### src/rtl/fft_ctrl_pkg.sv
// Shared types and defaults for the radix-2 SDF stage sequencer.
package fft_ctrl_pkg;

    typedef enum logic [1:0] {
        IDLE,
        FILL,
        BFLY,
        DRAIN
    } state_e;

    localparam int DEF_REG_DEPTH    = 16;
    localparam int DEF_FRAME_CYCLES = 2 * DEF_REG_DEPTH;

    // Width of a counter that indexes 0..n-1; never narrower than one bit.
    function automatic int calc_cnt_w(input int n);
        return (n <= 2) ? 1 : $clog2(n);
    endfunction

endpackage

### src/rtl/fft_sdf_stage_ctrl.sv
// Per-cycle control sequencer for one radix-2 SDF stage whose delay line shifts every cycle.
// Tracks frame position, drives butterfly/feedback selects and output framing, polices upstream beats.
module fft_sdf_stage_ctrl
    import fft_ctrl_pkg::*;
#(
    parameter int REG_DEPTH    = DEF_REG_DEPTH,
    parameter int FRAME_CYCLES = DEF_FRAME_CYCLES,
    parameter int CNT_W        = calc_cnt_w(FRAME_CYCLES),
    parameter int FCNT_W       = 16
) (
    input  logic              clk,
    input  logic              rst,
    input  logic              in_valid,
    input  logic              in_sof,
    output logic              in_ready,
    output logic              bfly_sel,
    output logic              fb_sel,
    output logic              out_valid,
    output logic              out_sof,
    output logic              out_eof,
    output logic              busy,
    output logic              err_proto,
    output logic [FCNT_W-1:0] frame_cnt
);

    if (FRAME_CYCLES != 2 * REG_DEPTH) begin : g_cfg_check
        $error("fft_sdf_stage_ctrl: FRAME_CYCLES must equal 2*REG_DEPTH");
    end

    localparam logic [CNT_W-1:0] CNT_ZERO   = '0;
    localparam logic [CNT_W-1:0] CNT_ONE    = CNT_W'(1);
    localparam logic [CNT_W-1:0] HALF_FIRST = CNT_W'(REG_DEPTH);
    localparam logic [CNT_W-1:0] HALF_LAST  = CNT_W'(REG_DEPTH - 1);
    localparam logic [CNT_W-1:0] FRAME_LAST = CNT_W'(FRAME_CYCLES - 1);

    state_e             state_q, state_d;
    logic [CNT_W-1:0]   cnt_q, cnt_d;
    logic               pend_q, pend_d;
    logic [FCNT_W-1:0]  frame_cnt_q, frame_cnt_d;

    // NOTE: state registers use non-blocking assignments so every flop samples pre-edge values.
    // NOTE: this block has no storage arrays; every flop is reset, so a mid-frame reset is clean.
    always_ff @(posedge clk) begin
        if (rst) begin
            state_q     <= IDLE;
            cnt_q       <= CNT_ZERO;
            pend_q      <= 1'b0;
            frame_cnt_q <= '0;
        end else begin
            state_q     <= state_d;
            cnt_q       <= cnt_d;
            pend_q      <= pend_d;
            frame_cnt_q <= frame_cnt_d;
        end
    end

    // NOTE: every output and next-state variable gets a default first so no latch is inferred.
    always_comb begin
        state_d     = state_q;
        cnt_d       = cnt_q;
        pend_d      = pend_q;
        frame_cnt_d = frame_cnt_q;
        in_ready    = 1'b0;
        bfly_sel    = 1'b0;
        fb_sel      = 1'b0;
        out_valid   = 1'b0;
        out_sof     = 1'b0;
        out_eof     = 1'b0;
        err_proto   = 1'b0;

        unique case (state_q)
            IDLE: begin
                in_ready = 1'b1;
                cnt_d    = CNT_ZERO;
                pend_d   = 1'b0;
                if (in_valid && in_sof) begin
                    state_d = FILL;
                    cnt_d   = CNT_ONE;
                end
            end

            FILL: begin
                // While pend is set, the previous frame's differences drain alongside this fill.
                in_ready  = 1'b1;
                out_valid = pend_q & in_valid;
                out_eof   = pend_q & in_valid & (cnt_q == HALF_LAST);
                if (!in_valid) begin
                    err_proto = 1'b1;
                    state_d   = IDLE;
                    cnt_d     = CNT_ZERO;
                    pend_d    = 1'b0;
                end else if (in_sof) begin
                    err_proto = 1'b1;
                    cnt_d     = CNT_ONE;
                    pend_d    = 1'b0;
                end else if (cnt_q == HALF_LAST) begin
                    state_d = BFLY;
                    cnt_d   = HALF_FIRST;
                    pend_d  = 1'b0;
                end else begin
                    cnt_d = cnt_q + CNT_ONE;
                end
            end

            BFLY: begin
                in_ready  = 1'b1;
                bfly_sel  = 1'b1;
                fb_sel    = 1'b1;
                out_valid = in_valid;
                out_sof   = in_valid & (cnt_q == HALF_FIRST);
                if (!in_valid) begin
                    err_proto = 1'b1;
                    state_d   = IDLE;
                    cnt_d     = CNT_ZERO;
                    pend_d    = 1'b0;
                end else if (in_sof) begin
                    err_proto = 1'b1;
                    state_d   = FILL;
                    cnt_d     = CNT_ONE;
                    pend_d    = 1'b0;
                end else if (cnt_q == FRAME_LAST) begin
                    state_d     = DRAIN;
                    cnt_d       = CNT_ZERO;
                    frame_cnt_d = frame_cnt_q + FCNT_W'(1);
                end else begin
                    cnt_d = cnt_q + CNT_ONE;
                end
            end

            DRAIN: begin
                // Only the first drain cycle may accept a new frame, overlapping it with the drain.
                in_ready  = (cnt_q == CNT_ZERO);
                out_valid = 1'b1;
                out_eof   = (cnt_q == HALF_LAST);
                if ((cnt_q == CNT_ZERO) && in_valid && in_sof) begin
                    state_d = FILL;
                    cnt_d   = CNT_ONE;
                    pend_d  = 1'b1;
                end else if (cnt_q == HALF_LAST) begin
                    state_d = IDLE;
                    cnt_d   = CNT_ZERO;
                end else begin
                    cnt_d = cnt_q + CNT_ONE;
                end
            end

            default: begin
                state_d = IDLE;
                cnt_d   = CNT_ZERO;
                pend_d  = 1'b0;
            end
        endcase
    end

    assign busy      = (state_q != IDLE);
    assign frame_cnt = frame_cnt_q;

endmodule

### config.mk
export PLATFORM = sky130hd
export DESIGN_NAME = fft_sdf_stage_ctrl
export DESIGN_NICKNAME = d
export VERILOG_FILES = /design/src/rtl/fft_ctrl_pkg.sv /design/src/rtl/fft_sdf_stage_ctrl.sv
export SDC_FILE = /design/constraint.sdc
export NUM_CORES = 1
export LEC_CHECK = 0
export BUFFER_PORTS_ARGS = -buffer_cell sky130_fd_sc_hd__buf_2
export CORE_ASPECT_RATIO = 0.8
export CORE_MARGIN = 3
export CORE_UTILIZATION = 58
export DETAILED_ROUTE_END_ITERATION = 12
export PLACE_DENSITY = 0.81
export REMOVE_ABC_BUFFERS = 1
export SYNTH_ARGS = -nofsm -noshare
export SYNTH_HDL_FRONTEND = slang
export SYNTH_SLANG_ARGS = --single-unit
### constraint.sdc
create_clock -name clk -period 3.2 [get_ports clk]
set_input_delay 0.32 -clock clk [delete_from_list [all_inputs] [get_ports clk]]
set_output_delay 0.32 -clock clk [all_outputs]
set_load 0.03 [all_outputs]
Word-level counts from Yosys, hierarchy flattened
Index checks and enable logic that the tools add are counted.

Bitwise operators: 4. Reductions and logical operators: 11. Multiplexer cells: 35. Equal/unequal tests: 14. $add $sub $neg: 2.

Operators with widths (number): $mux W5 (8); $pmux W5 S4 (1); $mux W2 (9); $add A16 B1 Y16 const B (1); $mux W1 (12); $ne A3 B3 Y1 const B (4); $eq A5 B5 Y1 const B (2); $ne A4 B4 Y1 const B (2); $pmux W2 S4 (1); $add A5 B1 Y5 const B (1); $eq A5 B4 Y1 const B (1); $logic_not A5 Y1 (1); $reduce_and A5 Y1 (1); $eq A2 B2 Y1 const B (2); $ne A2 B2 Y1 const B (2); $pmux W1 S2 (2); $pmux W1 S4 (1); $reduce_and A4 Y1 (1); $and A1 B1 Y1 (3); $logic_and A1 B1 Y1 (3); $pmux W1 S3 (1); $reduce_and A3 Y1 (1); $reduce_or A3 Y1 (1); $eq A2 B1 Y1 const B (1); 4 further kinds (4).

Flip-flop bits (word level): 24. Logic and storage cells: 70. Input port bits: 4. Output and inout port bits: 24.

Depth between registers and ports, before layout
Gate-level depths: netlist of the first run.

Word-level depth: 5. Gate-level depth with buffers: 8. Gate-level depth less buffers: 7.

Worst setup path before layout of the first run
Ideal clock, no wire load.

Path kind: register to output. From: register state_q[0]. To: output port out_sof. Path buffers: 1. Arrival: 1.796 ns. Stages on the path, launching flop included: 6. Data required time: 2.880 ns. Path slack: 1.084 ns. Cells stage by stage: dfxtp_1 > inv_1 > ha_1 > buf_4 > nand4_1 > nor3_1.

Longest elaborated chain between the ends: 2.

Ends and longest elaborated chain: start: declaration (line fft_sdf_stage_ctrl.sv:36) `state_e state_q, state_d;`; start signal: assignment (line fft_sdf_stage_ctrl.sv:50) `state_q <= state_d;`; $eq A2 B2 Y1 (line fft_sdf_stage_ctrl.sv:71) `unique case (state_q)`; $mux W1 (line fft_sdf_stage_ctrl.sv:71); end: declaration (line fft_sdf_stage_ctrl.sv:19) `output logic out_sof,`.

No other way between the ends.

Worst setup path after layout of the first run
From: register cnt_q[0]. To: register frame_cnt_q[15] (netlist: frame_cnt[15]).

Longest elaborated chain between the ends: 2.

Ends and longest elaborated chain: start: declaration (line fft_sdf_stage_ctrl.sv:37) `logic [CNT_W-1:0] cnt_q, cnt_d;`; start signal: assignment (line fft_sdf_stage_ctrl.sv:51) `cnt_q <= cnt_d;`; $eq A5 B5 Y1 (line fft_sdf_stage_ctrl.sv:121) `end else if (cnt_q == FRAME_LAST) begin`; $reduce_and A4 Y1 (no source line); end signal: assignment (line fft_sdf_stage_ctrl.sv:53) `frame_cnt_q <= frame_cnt_d;`; end: declaration (line fft_sdf_stage_ctrl.sv:39) `logic [FCNT_W-1:0] frame_cnt_q, frame_cnt_d;`.

No other way between the ends. A chain may end at the register's enable or synchronous reset.

==> flow_metrics.tcl, run 1 <==
set metrics [dict create \
    cts_made_buffers 3 \
    p_sw_frac 0.280 \
    clock-root-buffer "clkbuf_4" \
    initial_core_util 0.632 \
    coreArea_um2 2210 \
    clock_skew_ns 0.0103 \
    tns_ns 0 \
    grt_antenna_before_repair 0 \
    p_leak_nw 0.675 \
    synth_seq_cells 24 \
    power_switching_uw 147 \
    postLayoutSetupSlackWorst_ns 0.825 \
    track_usage 0.226 \
    via_count 1246 \
    rsz0062_at_grt "no" \
    final_nets 204 \
    first_pass_iters 4 \
    wl_met1_um 1450 \
    place_congestion 0.904 \
    cts_resized 0 \
    hold_viol 0 \
    path_class "flip-flop to flip-flop" \
    htree_levels 1 \
    top_layer "met4" \
    cts_hold_buffers 0 \
    critPathMaxFanout 9 \
    fmax_mhz 421 \
    relSlewSlack 0.685 \
    slew_violations 0 \
    fp-row-count 15 \
    drcViolationCount 0 \
    die-height_um 49.9 \
    synth_edf_count 0 \
    min_to "state_q[1]" \
    die_x_um 60.9 \
    clock-sinks 24 \
    grt_max_degree 22 \
    grt-ovfl-total 0 \
    routed_wl_um 2970 \
    tritoncts "built" \
    num_antenna_cells 0 \
    syn-cell-area_um2 1400 \
    synthCells 165 \
    drv_cap 0 \
    hold_path_class "input port to flip-flop" \
    syn2layout_area_growth_pct 10.6 \
    p_seq_frac 0.588 \
    crit_required_ns 3.45 \
    die_area_um2 3040 \
    end_kind "flip-flop" \
    peakVddDrop_mv 0.234 \
    grt_pass1_wl_um 5190 \
    reg2reg_from "cnt_q[0]" \
    dp_slack_ns 0.856 \
    ys_warn_count 0 \
    crit_path_start_kind "flip-flop" \
    setup_viol 0 \
    fin_crit_sh 0.742 \
    wl_met3_um 158 \
    pwr-share-clk 0.251 \
    reg2reg_to "frame_cnt[15]" \
    wl_per_cell_um 13.9 \
    hold_start "in_valid" \
    route.met2.wl_um 1330 \
    hpwlAfterDp_um 2280 \
    io_pins 28 \
    drtIter0Drc 86 \
    async_flop_share 0 \
    syn_area_per_cell_um2 8.48 \
    hold_depth 3 \
    crit_arrival_ns 2.63 \
    clock_latency_ns 0.32 \
    yosysUniqueCellTypes 42 \
    worst_slew_pin_slew_ns 0.473 \
    layout-drive-gt1-share 0.176 \
    io_buffers 27 \
    synth_ff_type "dfxtp_1" \
    power.density_nw_per_um2 339 \
    status "completed" \
    r2r.worst_path.cells 7 \
    vias_per_cell 5.85 \
    yosysSeqAreaShare 0.343 \
    antenna_left 0 \
    p_comb_frac 0.161 \
    clk_path_buf_depth 2 \
    grt_pass1_vias 1127 \
    cts_setup_buffers 0 \
    layout_min_cycle_time_ns 2.38 \
    ff2ff_setup_slack_ns 0.82 \
    internal_power_uw 377 \
    clkTransAtPathRegs_ns 0.13 \
]
## sequential cells by signal, indices dropped and copies added (netlist names)
| name | flops |
|---|---|
| cnt_q | 5 |
| frame_cnt | 16 |
| pend_q | 1 |
| state_q | 2 |
## power groups by stage
stage / registers [mW] / logic [mW] / clock network, mW
2_1_floorplan: 0.314 / 0.0594 / 0
3_3_place_gp: 0.314 / 0.0815 / 0
3_5_place_dp: 0.315 / 0.0837 / 0
4_1_cts: 0.308 / 0.0836 / 0.140
5_1_grt: 0.309 / 0.0931 / 0.153
6_report: 0.308 / 0.0842 / 0.132
## per-layer routing
metal  up-vias  global-route usage
met4         0              0.0650
met5         -                   0
met3         5              0.0550
met2        36               0.331
li1        636                   -
met1       569               0.325
## cell type report
cell class	count	area, µm²
Multi-Input combinational cell	123	836
Fill cell	204	668
Timing Repair Buffer	27	135
Tap cell	25	31.3
Clock buffer	3	22.5
Sequential cell	24	480
Inverter	11	41.3
## cells by family after synthesis
group           count (synthesis)  share of synthesized area
compound gates                 36                      0.166
xor+xnor                       10                     0.0626
fa+ha+maj                      10                     0.0894
buf+inv                        18                     0.0590
flops                          24                      0.343
mux                             2                     0.0143
simple gates                   65                      0.265
## critical path, cell delays in order, from the launching register on
cell and delay [ns]:
dfxtp_1 0.41, ha_1 0.20, and3_1 0.21, ha_1 0.27, nand4b_4 0.16, or2_1 0.37
or4_1 0.51, a21oi_1 0.19
## how the worst max path moves through the flow
stage / from / to / slack (ns)
floorplan: state_q[0] / frame_cnt[15] / 0.88
global placement: cnt_q[0] / frame_cnt[15] / 1.05
detailed placement: cnt_q[0] / frame_cnt[15] / 0.86
CTS: cnt_q[0] / frame_cnt[15] / 0.83
global route: cnt_q[0] / frame_cnt[15] / 0.67
finish: cnt_q[0] / frame_cnt[15] / 0.82
## cell usage after synthesis, types with 2 or more instances
cell,instances,area share
buf_4,2,0.011
and2b_1,2,0.011
nor3_1,3,0.011
inv_1,11,0.030
ha_1,10,0.089
nand4_1,4,0.018
a21oi_1,13,0.047
nor2_1,17,0.046
clkbuf_1,3,0.0080
nand2b_1,2,0.0089
or4_1,4,0.021
o21ai_0,7,0.025
a221oi_1,2,0.013
a21o_1,2,0.011
or3_1,3,0.013
mux2i_1,2,0.014
nand2_1,8,0.021
xnor2_1,3,0.019
xor2_1,7,0.044
nor2b_1,3,0.013
dfxtp_1,24,0.34
nand3_1,8,0.029
o31ai_1,4,0.021
and3_1,3,0.013
## per-stage QoR
step | total power [mW] | std cells | utilization | hold slack [ns] | area (µm²)
after floorplan | 0.373 | 158 | - | 0.389 | 1360
after global placement | 0.396 | 210 | 0.688 | 0.462 | 1520
after detailed placement | 0.398 | 210 | 0.688 | 0.494 | 1520
after CTS | 0.532 | 213 | 0.698 | 0.364 | 1550
after global routing | 0.555 | 213 | 0.698 | 0.397 | 1550
final | 0.524 | 213 | 0.698 | 0.381 | 1550
## cell usage in the layout (no fill, tap or decap), types with 2 or more instances in the layout
cell      count
inv_1        11
o31ai_1       4
mux2i_1       2
a21oi_1      13
a21o_1        2
dfxtp_1      24
nor3_1        3
a221oi_1      2
or4_1         4
nand2_1       8
nand2b_1      2
nor2_1       17
and2b_1       2
xnor2_1       3
clkbuf_4      3
nand4_1       4
nand3_1       8
xor2_1        7
buf_2        27
o21ai_0       7
ha_1         10
and3_1        3
or3_1         3
nor2b_1       3
No activity file was read; power rests on OpenSTA's default activity.
==> inputs of run 2 (changes only) <==
- ABC_AREA: not set -> 1
- CORE_UTILIZATION: 58 -> 54
- PLACE_DENSITY: 0.81 -> 0.76
- clock period: 3.2 -> 2.3 ns (I/O delays scaled with it)
==> run 2 against run 1 <==
Against the previous run: cell count grew 28%; sequential cell count unchanged; first-iteration DRC count is 12% lower; sequential share of layout area decreased by 1.5 points; global-route usage fell by 2.1 points; routed wire length rose by 3.9%; total power is 130% higher; utilization about the same; maximum frequency grew 14%; hold slack worse by 0.26 ns; clock power up 69%; largest power group is now combinational cells.
==> flow_metrics.tcl, run 2 <==
set metrics [dict create \
    status "completed" \
    worst_slew_pin_slew_ns 0.479 \
    final_common_cell "nand2_1" \
    clk_path_buf_depth 2 \
    clock-root-buffer "clkbuf_4" \
    hold_path_class "input port to flip-flop" \
    die_x_um 63.4 \
    syn2layout_area_growth_pct 14.1 \
    drcViolationCount 0 \
    grt_max_degree 19 \
    synth_ff_type "dfxtp_1" \
    fmax_mhz 480 \
    critPathMaxFanout 8 \
    synth_most_common_cell "nand2_1" \
    antenna_left 0 \
    num_antenna_cells 0 \
    setup.worst_path.start "cnt_q[0]" \
    ff2ff_setup_slack_ns 0.21 \
    cts_hold_buffers 0 \
    cts_resized 0 \
    reg2reg_to "frame_cnt[15]" \
    clock-sinks 24 \
    largest_reg_flops 16 \
    syn_area_per_cell_um2 6.75 \
    place_congestion 0.914 \
    async_flop_share 0 \
    tritoncts "built" \
    crit_path_start_kind "flip-flop" \
    synth_seq_cells 24 \
    synth_commonest_cells "nand2_1 (40), nor2_1 (39), inv_1 (30), dfxtp_1 (24)" \
    p_leak_nw 0.797 \
    peakVddDrop_mv 0.622 \
    synthCells 211 \
    io_pins 28 \
    htree_levels 1 \
    cp-endpoint "frame_cnt[15]" \
    synthTopCellsByArea "dfxtp_1 (34%), nand2_1 (11%), nor2_1 (10%)" \
    hpwlAfterDp_um 2370 \
    end_kind "flip-flop" \
    synth_edf_count 0 \
    fin_crit_sh 0.907 \
    wl_met3_um 233 \
    die_area_um2 3290 \
    routed_wl_um 3080 \
    path_class "flip-flop to flip-flop" \
    tns_ns 0 \
    layout_min_cycle_time_ns 2.09 \
    layout_common_cells "nand2_1 (40), nor2_1 (38), inv_1 (30)" \
    layout-drive-gt1-share 0.176 \
    cts_setup_buffers 0 \
    clkTransAtPathRegs_ns 0.13 \
    synth_top_area_share 0.337 \
    r2r.worst_path.cells 11 \
    drtIter0Drc 76 \
    io_buffers 27 \
    initial_core_util 0.612 \
    yosys.area.top_type "dfxtp_1" \
    final_nets 254 \
    yosysUniqueCellTypes 27 \
    grt_pass1_vias 1189 \
    hold_viol 0 \
    wl_met1_um 1480 \
    grt_pass1_wl_um 5290 \
    clock_skew_ns 0.00429 \
    reg2reg_from "cnt_q[0]" \
    die-height_um 51.9 \
    fp-row-count 15 \
    clock_latency_ns 0.32 \
    track_usage 0.206 \
    first_pass_iters 4 \
    setup_viol 0 \
    grt_antenna_before_repair 0 \
    route.met2.wl_um 1320 \
    power.density_nw_per_um2 756 \
    syn-cell-area_um2 1420 \
    crit_arrival_ns 2.32 \
    relSlewSlack 0.681 \
    fin_total_pwr_mw 1.23 \
    vias_per_cell 5.11 \
    ys_warn_count 0 \
    cts_made_buffers 3 \
    drv_cap 0 \
    slew_violations 0 \
    crit_required_ns 2.53 \
    yosysSeqAreaShare 0.337 \
    via_count 1394 \
    grt-ovfl-total 0 \
    wl_per_cell_um 11.3 \
    coreArea_um2 2330 \
    top_layer "met4" \
]
==> run 2: cells by family (layout without fill, tap and decap cells) <==
logic type | count (synthesis) | after routing | share of synthesized area
AND/OR/NAND/NOR | 109 | 109 | 0.349
buffers and inverters | 34 | 62 | 0.0931
AO/OA/AOI/OAI | 32 | 32 | 0.120
flip-flops | 24 | 24 | 0.337
adder cells (fa/ha/maj) | 10 | 10 | 0.0879
XOR/XNOR | 2 | 2 | 0.0123
==> run 2: worst min path at each step <==
stage / from / to / slack [ns] / depth (start not counted)
2_1_floorplan: rst / frame_cnt[4] / 0.30 / 1
3_3_place_gp: rst / frame_cnt[4] / 0.46 / 2
3_5_place_dp: rst / frame_cnt[4] / 0.47 / 2
4_1_cts: rst / frame_cnt[4] / 0.11 / 2
5_1_grt: rst / frame_cnt[4] / 0.13 / 2
6_report: rst / frame_cnt[4] / 0.13 / 2
==> run 2: final cells by class <==
cell class / count / area (µm²)
Tap cell: 34 / 42.5
Sequential cell: 24 / 480
Multi-Input combinational cell: 153 / 813
Clock buffer: 4 / 36.3
Timing Repair Buffer: 27 / 135
Inverter: 31 / 116
Fill cell: 219 / 703
==> run 2: worst max-delay path, cell delays in order (launching register included) <==
cell     delay [ns]
dfxtp_1        0.43
ha_1           0.19
nand2_1        0.08
nor2_2         0.17
ha_1           0.25
nand2_1        0.15
nor2_8         0.20
nand3_2        0.12
nor3_1         0.22
nand2_1        0.08
nand2_1        0.06
nor2_1         0.04
==> run 2: power by group <==
group	switching, mW	internal (mW)	leakage, nW
logic	0.366	0.165	0.582
clock network	0.126	0.0970	0.0210
registers	0.0274	0.447	0.194
total	0.520	0.709	0.797
==> run 2: stage by stage <==
| step | area [µm²] | cells | setup slack [ns] | hold slack [ns] | util |
|---|---|---|---|---|---|
| 6_report | 1620 | 273 | 0.215 | 0.125 | 0.698 |
| 5_1_grt | 1620 | 273 | -0.0151 | 0.135 | 0.698 |
| 4_1_cts | 1620 | 273 | 0.163 | 0.114 | 0.697 |
| 3_5_place_dp | 1590 | 269 | 0.220 | 0.469 | 0.681 |
| 3_3_place_gp | 1590 | 269 | 0.374 | 0.465 | 0.681 |
| 2_1_floorplan | 1410 | 208 | 0.132 | 0.302 | - |
==> run 2: routing by layer <==
metal | vias to the layer above | GRT usage
li1 | 730 | -
met4 | 0 | 0.0753
met2 | 58 | 0.307
met1 | 599 | 0.289
met5 | - | 0
met3 | 7 | 0.0475
==> inputs of run 3 (changes only) <==
- MAX_ROUTING_LAYER: not set -> met4
==> run 3 against run 2 <==
Against the previous run: register-to-register slack about the same; largest power group unchanged; maximum frequency increased by 0.47%; design area unchanged; first-iteration DRC count increased by 16%; count of clock-buffer cells in the layout unchanged; utilization unchanged; hold slack improved by 0.0042 ns.
==> flow_metrics.tcl, run 3 (same netlist as run 2, synthesis figures left out) <==
set metrics [dict create \
    grt_pass1_wl_um 5530 \
    htree_levels 1 \
    clk_path_buf_depth 2 \
    p_leak_nw 0.797 \
    vias_per_cell 5.15 \
    coreArea_um2 2330 \
    fmax_mhz 482 \
    min_to "frame_cnt[7]" \
    die_area_um2 3290 \
    grt_pass1_vias 1237 \
    power.density_nw_per_um2 758 \
    grt_antenna_before_repair 0 \
    tns_ns 0 \
    grt-ovfl-total 0 \
    timing.hold.ws_ns 0.130 \
    crit_path_start_kind "flip-flop" \
    largest_reg_flops 16 \
    io_pins 28 \
    relSlewSlack 0.662 \
    seqCellArea_um2 480 \
    hold_path_class "input port to flip-flop" \
    final_common_cell "nand2_1" \
    utilization 0.698 \
    r2r.worst_path.cells 11 \
    die_x_um 63.4 \
    track_usage 0.221 \
    num_antenna_cells 0 \
    grt_max_degree 19 \
    slew_violations 0 \
    rsz0062_at_grt "no" \
    reg2reg_to "frame_cnt[8]" \
    hpwlAfterDp_um 2560 \
    clock-sinks 24 \
    fin_total_pwr_mw 1.23 \
    fp-row-count 15 \
    drcViolationCount 0 \
    pwr-share-clk 0.178 \
    end_kind "flip-flop" \
    place_congestion 0.875 \
    layout_common_cells "nand2_1 (40), nor2_1 (38), inv_1 (30)" \
    dp_slack_ns 0.187 \
    p_comb_frac 0.437 \
    initial_core_util 0.612 \
    syn2layout_area_growth_pct 14.1 \
    p_sw_frac 0.423 \
    final_nets 254 \
    via_count 1406 \
    cts_setup_buffers 0 \
    ff2ff_setup_slack_ns 0.22 \
    setup_viol 0 \
    clock_skew_ns 0.00617 \
    cts_made_buffers 3 \
    power_switching_uw 521 \
    multi_input_area_um2 813 \
    layout-drive-gt1-share 0.176 \
    worst_slew_pin_slew_ns 0.507 \
    internal_power_uw 710 \
    hold_depth 2 \
    hold_viol 0 \
    first_pass_iters 4 \
    path_class "flip-flop to flip-flop" \
    clkTransAtPathRegs_ns 0.13 \
    clock-root-buffer "clkbuf_4" \
    antenna_left 0 \
    p_seq_frac 0.385 \
    tritoncts "built" \
    io_buffers 27 \
    postLayoutSetupSlackWorst_ns 0.225 \
    routed_wl_um 3200 \
    nFillCells 218 \
    layout_min_cycle_time_ns 2.08 \
    critPathMaxFanout 8 \
    crit_arrival_ns 2.30 \
    wl_per_cell_um 11.7 \
    peakVddDrop_mv 0.605 \
    reg2reg_from "cnt_q[0]" \
    status "completed" \
    die-height_um 51.9 \
    fin_crit_sh 0.902 \
    cts_hold_buffers 0 \
    drtIter0Drc 88 \
    drv_cap 0 \
    crit_required_ns 2.53 \
    clock_latency_ns 0.32 \
    hold_start "rst" \
]
-- run 3: cell counts in the layout (fill, tap and decap cells not counted) --
No cell type changed its count.
-- run 3: power by group through the flow --
stage / combinational [mW] / clock (mW) / sequential (mW)
final: 0.538 / 0.219 / 0.474
after global routing: 0.606 / 0.242 / 0.479
after CTS: 0.535 / 0.227 / 0.474
after detailed placement: 0.532 / 0 / 0.484
after global placement: 0.517 / 0 / 0.480
after floorplan: 0.401 / 0 / 0.477
-- run 3: through the flow --
step / instances / area, µm²
6_report: 273 / 1620
4_1_cts: 273 / 1620
3_3_place_gp: 269 / 1590
3_5_place_dp: 269 / 1590
5_1_grt: 273 / 1620
2_1_floorplan: 208 / 1410
-- run 3: layout make-up --
cell class	count	area share
sequential	24	0.296
timing repair buffer	27	0.0832
multi-input combinational	153	0.501
inverter	31	0.0716
clock buffer	4	0.0223
tap	34	0.0262
-- run 3: worst max-delay path, cell delays in order (launching register included) --
cell and delay (ns):
dfxtp_1 0.42, ha_1 0.20, nand2_1 0.08, nor2_2 0.15, ha_1 0.24, nand2_1 0.15
nor2_8 0.20, nand2_4 0.07, nor2_4 0.16, nand2_1 0.10, o21ai_0 0.16, nor2_1 0.06
-- run 3: timing repair --
item                       CTS  global route
resized for setup            0             1
setup endpoints to repair    0             1
hold endpoints to repair     0             0
-- run 3: worst max-delay path by stage --
stage               startpoint            to  cells past startpoint  slack [ns]
CTS                   cnt_q[0]  frame_cnt[8]                     11        0.17
floorplan           state_q[0]       out_sof                      4        0.13
global placement      cnt_q[0]  frame_cnt[8]                     11        0.38
detailed placement    cnt_q[0]  frame_cnt[8]                     11        0.19
global route          cnt_q[0]  frame_cnt[8]                     11        0.05
finish                cnt_q[0]  frame_cnt[8]                     11        0.22
-- run 3: per-layer routing --
metal / part of all wire / global-route usage / up-vias / routed length [µm]
met5: 0 / - / - / 0
met4: 0.011 / 0.0538 / 0 / 34
met3: 0.058 / 0.0605 / 5 / 185
met2: 0.46 / 0.357 / 44 / 1490
met1: 0.47 / 0.278 / 626 / 1490
li1: - / - / 731 / -
